--- src/rtl/branch_resolve_unit_if.sv ---
// rtl/branch_resolve_unit_if.sv - EXEC-side bundle between the pipeline and the branch resolve unit
interface branch_resolve_unit_if #(
    parameter int ADDR_W = 32,
    parameter int CNT_W  = 16
);
    logic              instr_valid;
    logic              stall;
    logic [31:0]       instr_word;
    logic [ADDR_W-1:0] pc;
    logic [31:0]       rs_val;
    logic [31:0]       rt_val;
    logic              clr_cnt;
    logic              redirect;
    logic [ADDR_W-1:0] redirect_target;
    logic              annul;
    logic              link_we;
    logic [4:0]        link_reg;
    logic [ADDR_W-1:0] link_value;
    logic              ds_fault;
    logic [CNT_W-1:0]  branch_cnt;
    logic [CNT_W-1:0]  taken_cnt;

    modport master (
        output instr_valid, stall, instr_word, pc, rs_val, rt_val, clr_cnt,
        input  redirect, redirect_target, annul, link_we, link_reg, link_value,
               ds_fault, branch_cnt, taken_cnt
    );

    modport slave (
        input  instr_valid, stall, instr_word, pc, rs_val, rt_val, clr_cnt,
        output redirect, redirect_target, annul, link_we, link_reg, link_value,
               ds_fault, branch_cnt, taken_cnt
    );
endinterface

--- src/rtl/branch_resolve_unit.sv ---
// rtl/branch_resolve_unit.sv - MIPS-I jump/branch resolution with delay-slot sequencing and statistics
module branch_resolve_unit #(
    parameter int ADDR_W      = 32,
    parameter int DELAY_SLOTS = 1,
    parameter int LIKELY_EN   = 0,
    parameter int CNT_W       = 16
) (
    input  logic                 clk,
    input  logic                 reset_n,
    branch_resolve_unit_if.slave bus
);
    typedef enum logic [1:0] {S_IDLE, S_PEND, S_ANNUL, S_REDIR} state_t;

    state_t            r_state;
    logic [1:0]        r_left;
    logic              r_redirect;
    logic              r_annul;
    logic              r_ds_fault;
    logic [ADDR_W-1:0] r_target;
    logic [CNT_W-1:0]  r_branch_cnt;
    logic [CNT_W-1:0]  r_taken_cnt;

    logic [5:0]        w_op;
    logic [5:0]        w_funct;
    logic [4:0]        w_rt_f;
    logic [25:0]       w_index;
    logic [31:0]       w_boff;
    logic [ADDR_W-1:0] w_pc4;
    logic [31:0]       w_jfull;
    logic              w_eq, w_neg, w_zero, w_cond;
    logic              w_is_jump, w_is_jr, w_is_jalr, w_is_bcmp, w_is_bl, w_is_regimm;
    logic              w_is_ctrl, w_taken, w_links, w_accept, w_eval;
    logic [ADDR_W-1:0] w_target;

    assign w_op    = bus.instr_word[31:26];
    assign w_funct = bus.instr_word[5:0];
    assign w_rt_f  = bus.instr_word[20:16];
    assign w_index = bus.instr_word[25:0];
    assign w_boff  = {{14{bus.instr_word[15]}}, bus.instr_word[15:0], 2'b00};
    assign w_pc4   = bus.pc + ADDR_W'(4);
    // Jump region comes from the incremented PC; narrow ADDR_W simply drops the region bits.
    assign w_jfull = (32'(w_pc4) & 32'hF000_0000) | {4'b0000, w_index, 2'b00};

    assign w_eq   = (bus.rs_val == bus.rt_val);
    assign w_neg  = bus.rs_val[31];
    assign w_zero = (bus.rs_val == 32'd0);

    // Likely opcodes 0101xx mirror 0001xx, so op[1:0] picks the condition for both.
    always_comb begin
        w_cond = 1'b0;
        case (w_op[1:0])
            2'd0:    w_cond = w_eq;
            2'd1:    w_cond = !w_eq;
            2'd2:    w_cond = w_neg || w_zero;
            default: w_cond = !w_neg && !w_zero;
        endcase
    end

    assign w_is_jump   = (w_op[5:1] == 5'b00001);
    assign w_is_jr     = (w_op == 6'd0) && (w_funct == 6'b001000);
    assign w_is_jalr   = (w_op == 6'd0) && (w_funct == 6'b001001);
    assign w_is_bcmp   = (w_op[5:2] == 4'b0001);
    assign w_is_bl     = (LIKELY_EN != 0) && (w_op[5:2] == 4'b0101);
    assign w_is_regimm = (w_op == 6'b000001) && (w_rt_f[3:1] == 3'b000);

    assign w_is_ctrl = w_is_jump || w_is_jr || w_is_jalr || w_is_bcmp || w_is_bl || w_is_regimm;
    assign w_taken   = w_is_jump || w_is_jr || w_is_jalr
                     || ((w_is_bcmp || w_is_bl) && w_cond)
                     || (w_is_regimm && (w_rt_f[0] ? !w_neg : w_neg));
    assign w_links   = (w_op == 6'b000011) || w_is_jalr || (w_is_regimm && w_rt_f[4]);

    always_comb begin
        w_target = w_pc4 + ADDR_W'(w_boff);
        if (w_is_jump)
            w_target = ADDR_W'(w_jfull);
        else if (w_is_jr || w_is_jalr)
            w_target = bus.rs_val[ADDR_W-1:0];
    end

    assign w_accept = bus.instr_valid && !bus.stall;
    assign w_eval   = w_accept && (r_state == S_IDLE) && w_is_ctrl;

    always_ff @(posedge clk) begin
        if (!reset_n) begin
            r_state    <= S_IDLE;
            r_left     <= 2'd0;
            r_redirect <= 1'b0;
            r_annul    <= 1'b0;
            r_ds_fault <= 1'b0;
            r_target   <= '0;
        end else begin
            r_redirect <= 1'b0;
            case (r_state)
                S_IDLE: begin
                    if (w_eval && w_taken) begin
                        r_target <= w_target;
                        if (DELAY_SLOTS == 0) begin
                            r_state    <= S_REDIR;
                            r_redirect <= 1'b1;
                        end else begin
                            r_state <= S_PEND;
                            r_left  <= 2'(DELAY_SLOTS);
                        end
                    end else if (w_eval && w_is_bl && DELAY_SLOTS > 0) begin
                        r_state <= S_ANNUL;
                        r_annul <= 1'b1;
                        r_left  <= 2'(DELAY_SLOTS);
                    end
                end
                S_PEND: begin
                    if (w_accept) begin
                        if (w_is_ctrl)
                            r_ds_fault <= 1'b1;
                        if (r_left == 2'd1) begin
                            r_state    <= S_REDIR;
                            r_redirect <= 1'b1;
                        end else begin
                            r_left <= r_left - 2'd1;
                        end
                    end
                end
                S_ANNUL: begin
                    if (w_accept) begin
                        if (r_left == 2'd1) begin
                            r_state <= S_IDLE;
                            r_annul <= 1'b0;
                        end else begin
                            r_left <= r_left - 2'd1;
                        end
                    end
                end
                default: r_state <= S_IDLE;
            endcase
        end
    end

    always_ff @(posedge clk) begin
        if (!reset_n || bus.clr_cnt) begin
            r_branch_cnt <= '0;
            r_taken_cnt  <= '0;
        end else if (w_eval) begin
            if (r_branch_cnt != '1)
                r_branch_cnt <= r_branch_cnt + 1'b1;
            if (w_taken && r_taken_cnt != '1)
                r_taken_cnt <= r_taken_cnt + 1'b1;
        end
    end

    assign bus.redirect        = r_redirect;
    assign bus.redirect_target = r_target;
    assign bus.annul           = r_annul;
    assign bus.ds_fault        = r_ds_fault;
    assign bus.branch_cnt      = r_branch_cnt;
    assign bus.taken_cnt       = r_taken_cnt;
    assign bus.link_we         = reset_n && w_accept && (r_state == S_IDLE) && w_links;
    assign bus.link_reg        = w_is_jalr ? bus.instr_word[15:11] : 5'd31;
    assign bus.link_value      = bus.pc + ADDR_W'(4 * (DELAY_SLOTS + 1));
endmodule

--- src/flat_wrapper.sv ---
// flat-port wrapper written by rule: the top's interface ports become plain ports
module branch_resolve_unit_flat 
#(
    parameter int ADDR_W      = 32,
    parameter int DELAY_SLOTS = 1,
    parameter int LIKELY_EN   = 0,
    parameter int CNT_W       = 16
)
  (clk, reset_n, bus_instr_valid, bus_stall, bus_instr_word, bus_pc, bus_rs_val, bus_rt_val, bus_clr_cnt, bus_redirect, bus_redirect_target, bus_annul, bus_link_we, bus_link_reg, bus_link_value, bus_ds_fault, bus_branch_cnt, bus_taken_cnt);
  branch_resolve_unit_if #(.ADDR_W(ADDR_W), .CNT_W(CNT_W)) bus_i ();
  input  logic clk;
  input  logic reset_n;
  input wire logic [$bits(bus_i.instr_valid)-1:0] bus_instr_valid;
  input wire logic [$bits(bus_i.stall)-1:0] bus_stall;
  input wire logic [$bits(bus_i.instr_word)-1:0] bus_instr_word;
  input wire logic [$bits(bus_i.pc)-1:0] bus_pc;
  input wire logic [$bits(bus_i.rs_val)-1:0] bus_rs_val;
  input wire logic [$bits(bus_i.rt_val)-1:0] bus_rt_val;
  input wire logic [$bits(bus_i.clr_cnt)-1:0] bus_clr_cnt;
  output wire logic [$bits(bus_i.redirect)-1:0] bus_redirect;
  output wire logic [$bits(bus_i.redirect_target)-1:0] bus_redirect_target;
  output wire logic [$bits(bus_i.annul)-1:0] bus_annul;
  output wire logic [$bits(bus_i.link_we)-1:0] bus_link_we;
  output wire logic [$bits(bus_i.link_reg)-1:0] bus_link_reg;
  output wire logic [$bits(bus_i.link_value)-1:0] bus_link_value;
  output wire logic [$bits(bus_i.ds_fault)-1:0] bus_ds_fault;
  output wire logic [$bits(bus_i.branch_cnt)-1:0] bus_branch_cnt;
  output wire logic [$bits(bus_i.taken_cnt)-1:0] bus_taken_cnt;
  assign bus_i.instr_valid = bus_instr_valid;
  assign bus_i.stall = bus_stall;
  assign bus_i.instr_word = bus_instr_word;
  assign bus_i.pc = bus_pc;
  assign bus_i.rs_val = bus_rs_val;
  assign bus_i.rt_val = bus_rt_val;
  assign bus_i.clr_cnt = bus_clr_cnt;
  assign bus_redirect = bus_i.redirect;
  assign bus_redirect_target = bus_i.redirect_target;
  assign bus_annul = bus_i.annul;
  assign bus_link_we = bus_i.link_we;
  assign bus_link_reg = bus_i.link_reg;
  assign bus_link_value = bus_i.link_value;
  assign bus_ds_fault = bus_i.ds_fault;
  assign bus_branch_cnt = bus_i.branch_cnt;
  assign bus_taken_cnt = bus_i.taken_cnt;
  branch_resolve_unit #(.ADDR_W(ADDR_W), .DELAY_SLOTS(DELAY_SLOTS), .LIKELY_EN(LIKELY_EN), .CNT_W(CNT_W)) u_core (.clk(clk), .reset_n(reset_n), .bus(bus_i));
endmodule
--- config.mk ---
export PLATFORM = sky130hd
export DESIGN_NAME = branch_resolve_unit_flat
export DESIGN_NICKNAME = d
export VERILOG_FILES = /design/src/rtl/branch_resolve_unit_if.sv /design/src/rtl/branch_resolve_unit.sv /design/src/flat_wrapper.sv
export SDC_FILE = /design/constraint.sdc
export NUM_CORES = 1
export LEC_CHECK = 0
export CORE_MARGIN = 10
export CORE_UTILIZATION = 30
export CTS_BUF_LIST = sky130_fd_sc_hd__clkbuf_4 sky130_fd_sc_hd__clkbuf_8
export CTS_CLUSTER_SIZE = 30
export DETAILED_ROUTE_END_ITERATION = 6
export GPL_TIMING_DRIVEN = 0
export RECOVER_POWER = 25
export SYNTH_ARGS = -nofsm -noshare
export SYNTH_HDL_FRONTEND = slang
export SYNTH_SLANG_ARGS = --single-unit
--- constraint.sdc ---
create_clock -name clk -period 3.7 [get_ports clk]
set_input_delay 0.555 -clock clk [delete_from_list [all_inputs] [get_ports clk]]
set_output_delay 0.555 -clock clk [all_outputs]
set_load 0.01 [all_outputs]
==> summary.txt <==
Outcome
  • Status: finished clean

Setup path
  • Worst path slowest cell: or4b_1
  • R2r setup slk: between 1 and 1.5 ns
  • CP arrival: ~3.8 ns
  • Critical path cell sequence: clkbuf_4, and3_4, and3_4, and3_4, buf_6, nand2_1, xnor2_1, ha_1, a21o_1, a21o_1, a21oi_2, o21ai_2, o21ai_4, o21ai_2, or4b_1, nand3_1, o22ai_1
  • Max Fanout on Critical Path: 7
  • Startpoint types: input pin
  • CP delay by family, top: simple AND/OR/NAND/NOR gates
  • Slowest Stage Delay on Critical Path: a little over 0.5 ns
  • Most frequent CP cell: and3_4
  • Kind of critical path: in2reg
  • Critical path data required time: slightly below 4 ns
  • Crit path capture type: flop
  • Worst Path Buf+Inv: 2

Timing
  • Tmin final: approximately 3.6 ns
  • Worst-case headroom to the max-slew limit: 0.211
  • Clock Skews: 0.00657 ns
  • Max Clk Rate: between 200 and 300 MHz
  • Max-slew violations: 0
  • Hold Fails Final Rpt: 0
  • Final Setup Violations: 0
  • Worst-margin pin slew: ~1.2 ns
  • Tcrit/Tclk final: 0.961

Clock network
  • Clock slew at reported path FFs: ~0.08 ns
  • Bufs on Longest Clock Path: 2
  • Clk_lat worst skew: around 0.36 ns
  • H-Tree Level Count: 3
  • Root Driver: clkbuf_8
  • CTS tree: yes
  • Total CTS buffers: 9
  • Clock sinks: 70
  • Post-CTS Hold Buffers: 0

Route
  • Vias per inst: 5.34
  • DR iter-0 viols: between 600 and 700
  • Post-Route WL: 30100 um
  • Via count: a little under 8000
  • ANT nets after route: 0
  • First-pass DRT Iterations: 6
  • Detailed-route wire length per cell: 20.7 um
  • # DRC: 0

Pwr
  • Power density over the cells: between 200 and 250 mW/mm2
  • Pleak: approximately 3.9 nW
  • Total chip power: approximately 0.0023 W
  • Worst vdd ir: about 130 uV

Synthesis
  • Number of synthesized flops with an enable pin: 0
  • Top FF cell, synth: dfxtp_1
  • Syn nets: 1085
  • Yosys reg bits: 70
  • Top-area cell type share of the netlist area: 0.207
  • Unique cell type count in the Yosys netlist: between 60 and 70
  • Gate Count Post-Synth: a little over 900
  • Asr flop ratio synth: 0
  • Synth top area cells: dfxtp_1, xnor2_1, ha_1
  • Sequential cell area fraction in the yosys report: 0.207
  • Avg Cell Area, Syn: ~7.4 um2
  • Area leader, netlist: dfxtp_1
  • Warnings from Yosys: 0
  • Mapped Area: ~0.0068 mm2

Cells and area
  • Sequential Area: 0.00140 mm2
  • Final Instance Area: 0.0102 mm2
  • # fillers: between 2000 and 2500
  • Area occupied by multi-input gates: 0.00549 mm2
  • P&R area growth vs syn: 50.3%
  • Layout cell share with drive strength beyond 1: 0.127
  • Nets@finish: roughly 1300

GRT
  • Total grt overflow: 0
  • Largest net degree at the start of global routing: 21
  • First-pass GRT wire length: approximately 45000 um
  • Initial antenna violation count: 6
  • Vias in the first global route: 7616
  • GRT Total Usage: 0.200

Die
  • Chip width: approximately 170 um
  • DIE AREA: a little under 0.03 mm2
  • Io pins: ~240
  • Die Ht: between 150 and 200 um
  • Row count: 54
  • Starting Density: 0.307
  • Core box area: between 0.02 and 0.025 mm2

Place
  • Number of buffers added on ports: 229
  • Placer Congestion: 0.945
  • Dpl hpwl: roughly 25000 um
  • Placed Area: around 0.0094 mm2

Min path
  • Hold WC Path Type: reg2reg

Job
  • Max Cap Violations: 0
-- final cells by class --
type,count,area share
multi-input combinational,768,0.540
sequential,70,0.138
antenna,4,0.000984
buffer,48,0.0239
clock buffer,10,0.0135
tap,280,0.0344
clock inverter,6,0.00443
timing repair buffer,249,0.240
inverter,14,0.00516
-- what timing repair did --
item / in CTS / in global routing
pin swaps: 16 / 23
gates resized for setup: 73 / 60
buffers inserted: 14 / 6
setup endpoints to repair: 34 / 26
-- final timing paths --
check | startpoint | end | cells past startpoint
max reg2reg | u_core.r_state[1]$_SDFFE_PN0P_ | u_core.bus.redirect_target[14]$_SDFFE_PN0P_ | 11
min | u_core.bus.redirect_target[22]$_SDFFE_PN0P_ | u_core.bus.redirect_target[22]$_SDFFE_PN0P_ | 2
min reg2reg | u_core.bus.redirect_target[22]$_SDFFE_PN0P_ | u_core.bus.redirect_target[22]$_SDFFE_PN0P_ | 2
max | bus_pc[6] | u_core.bus.redirect_target[24]$_SDFFE_PN0P_ | 17
-- per-stage QoR --
step	cells	setup WS [ns]	util	hold slack, ns	setup TNS [ns]
finish	1449	0.146	0.462	0.452	0
global route	1446	-0.00147	0.462	0.478	-0.00147
CTS	1442	0.00459	0.451	0.463	0
detailed placement	1419	-1.34	0.429	0.446	-32.92
global placement	1419	-1.35	0.429	0.439	-32.55
floorplan	910	0.00372	-	0.453	0
-- cells in the final DEF, fill, tap and decap left out, types with 14 or more instances in the layout --
cell / Yosys / layout
clkdlybuf4s50_1: 0 / 166
clkbuf_1: 36 / 24
nand3_1: 68 / 66
a21oi_1: 50 / 43
xnor2_1: 85 / 79
o211ai_1: 18 / 18
o21ai_0: 35 / 28
dlygate4sd3_1: 0 / 43
inv_1: 14 / 14
nor2_1: 73 / 70
dfxtp_1: 70 / 70
xor2_1: 45 / 44
buf_4: 4 / 25
ha_1: 41 / 29
nand4_1: 41 / 41
nand2_1: 94 / 87
mux2i_1: 14 / 14
and3_1: 18 / 14
-- worst register-to-register path: cells and delay by family, from the launching register on --
| family | cells | cell delay [ns] |
|---|---|---|
| AND/OR/NAND/NOR | 3 | 0.76 |
| AO/OA/AOI/OAI | 4 | 0.65 |
| buffers and inverters | 3 | 0.56 |
| flip-flops | 1 | 0.33 |
| adder cells (fa/ha/maj) | 1 | 0.29 |
-- report_power, final --
group	internal (W)	switching, W
Sequential	0.000758	0.00000438
Clock	0.000264	0.000331
Combinational	0.000422	0.000481
-- sequential cells by signal (all words and copies together), names as in the netlist --
| signal | cells |
|---|---|
| u_core.bus.redirect | 1 |
| u_core.r_state | 2 |
| u_core.bus.redirect_target | 32 |
| u_core.bus.taken_cnt | 16 |
| u_core.r_left | 2 |
| u_core.bus.branch_cnt | 16 |
| u_core.bus.ds_fault | 1 |
-- Yosys cell counts (14+ instances only) --
library cell  count
nand3_1          68
clkbuf_1         36
o211ai_1         18
nor3_1           18
xor2_1           45
dfxtp_1          70
xnor2_1          85
ha_1             41
o21ai_0          35
nand2_1          94
mux2i_1          14
nand4_1          41
a21oi_1          50
inv_1            14
nor2_1           73
and3_1           18
-- cell families (layout without fill, tap and decap cells) --
logic type,after synthesis,count (layout),synth area share
simple gates,385,385,0.288
mux,14,14,0.0207
fa+ha+maj,42,42,0.0787
buf+inv,72,327,0.0466
compound gates,196,196,0.190
flops,70,70,0.207
other cells,1,5,0.000554
xor+xnor,130,130,0.168
-- layer usage --
metal  vias up  share of wire  GRT usage
met3        56          0.092     0.0562
met2       349           0.45      0.317
met4         4          0.034     0.0820
met1      3553           0.43      0.250
met5         -        0.00047          0
li1       3775              -          -
(Power assumes the default switching activity.)
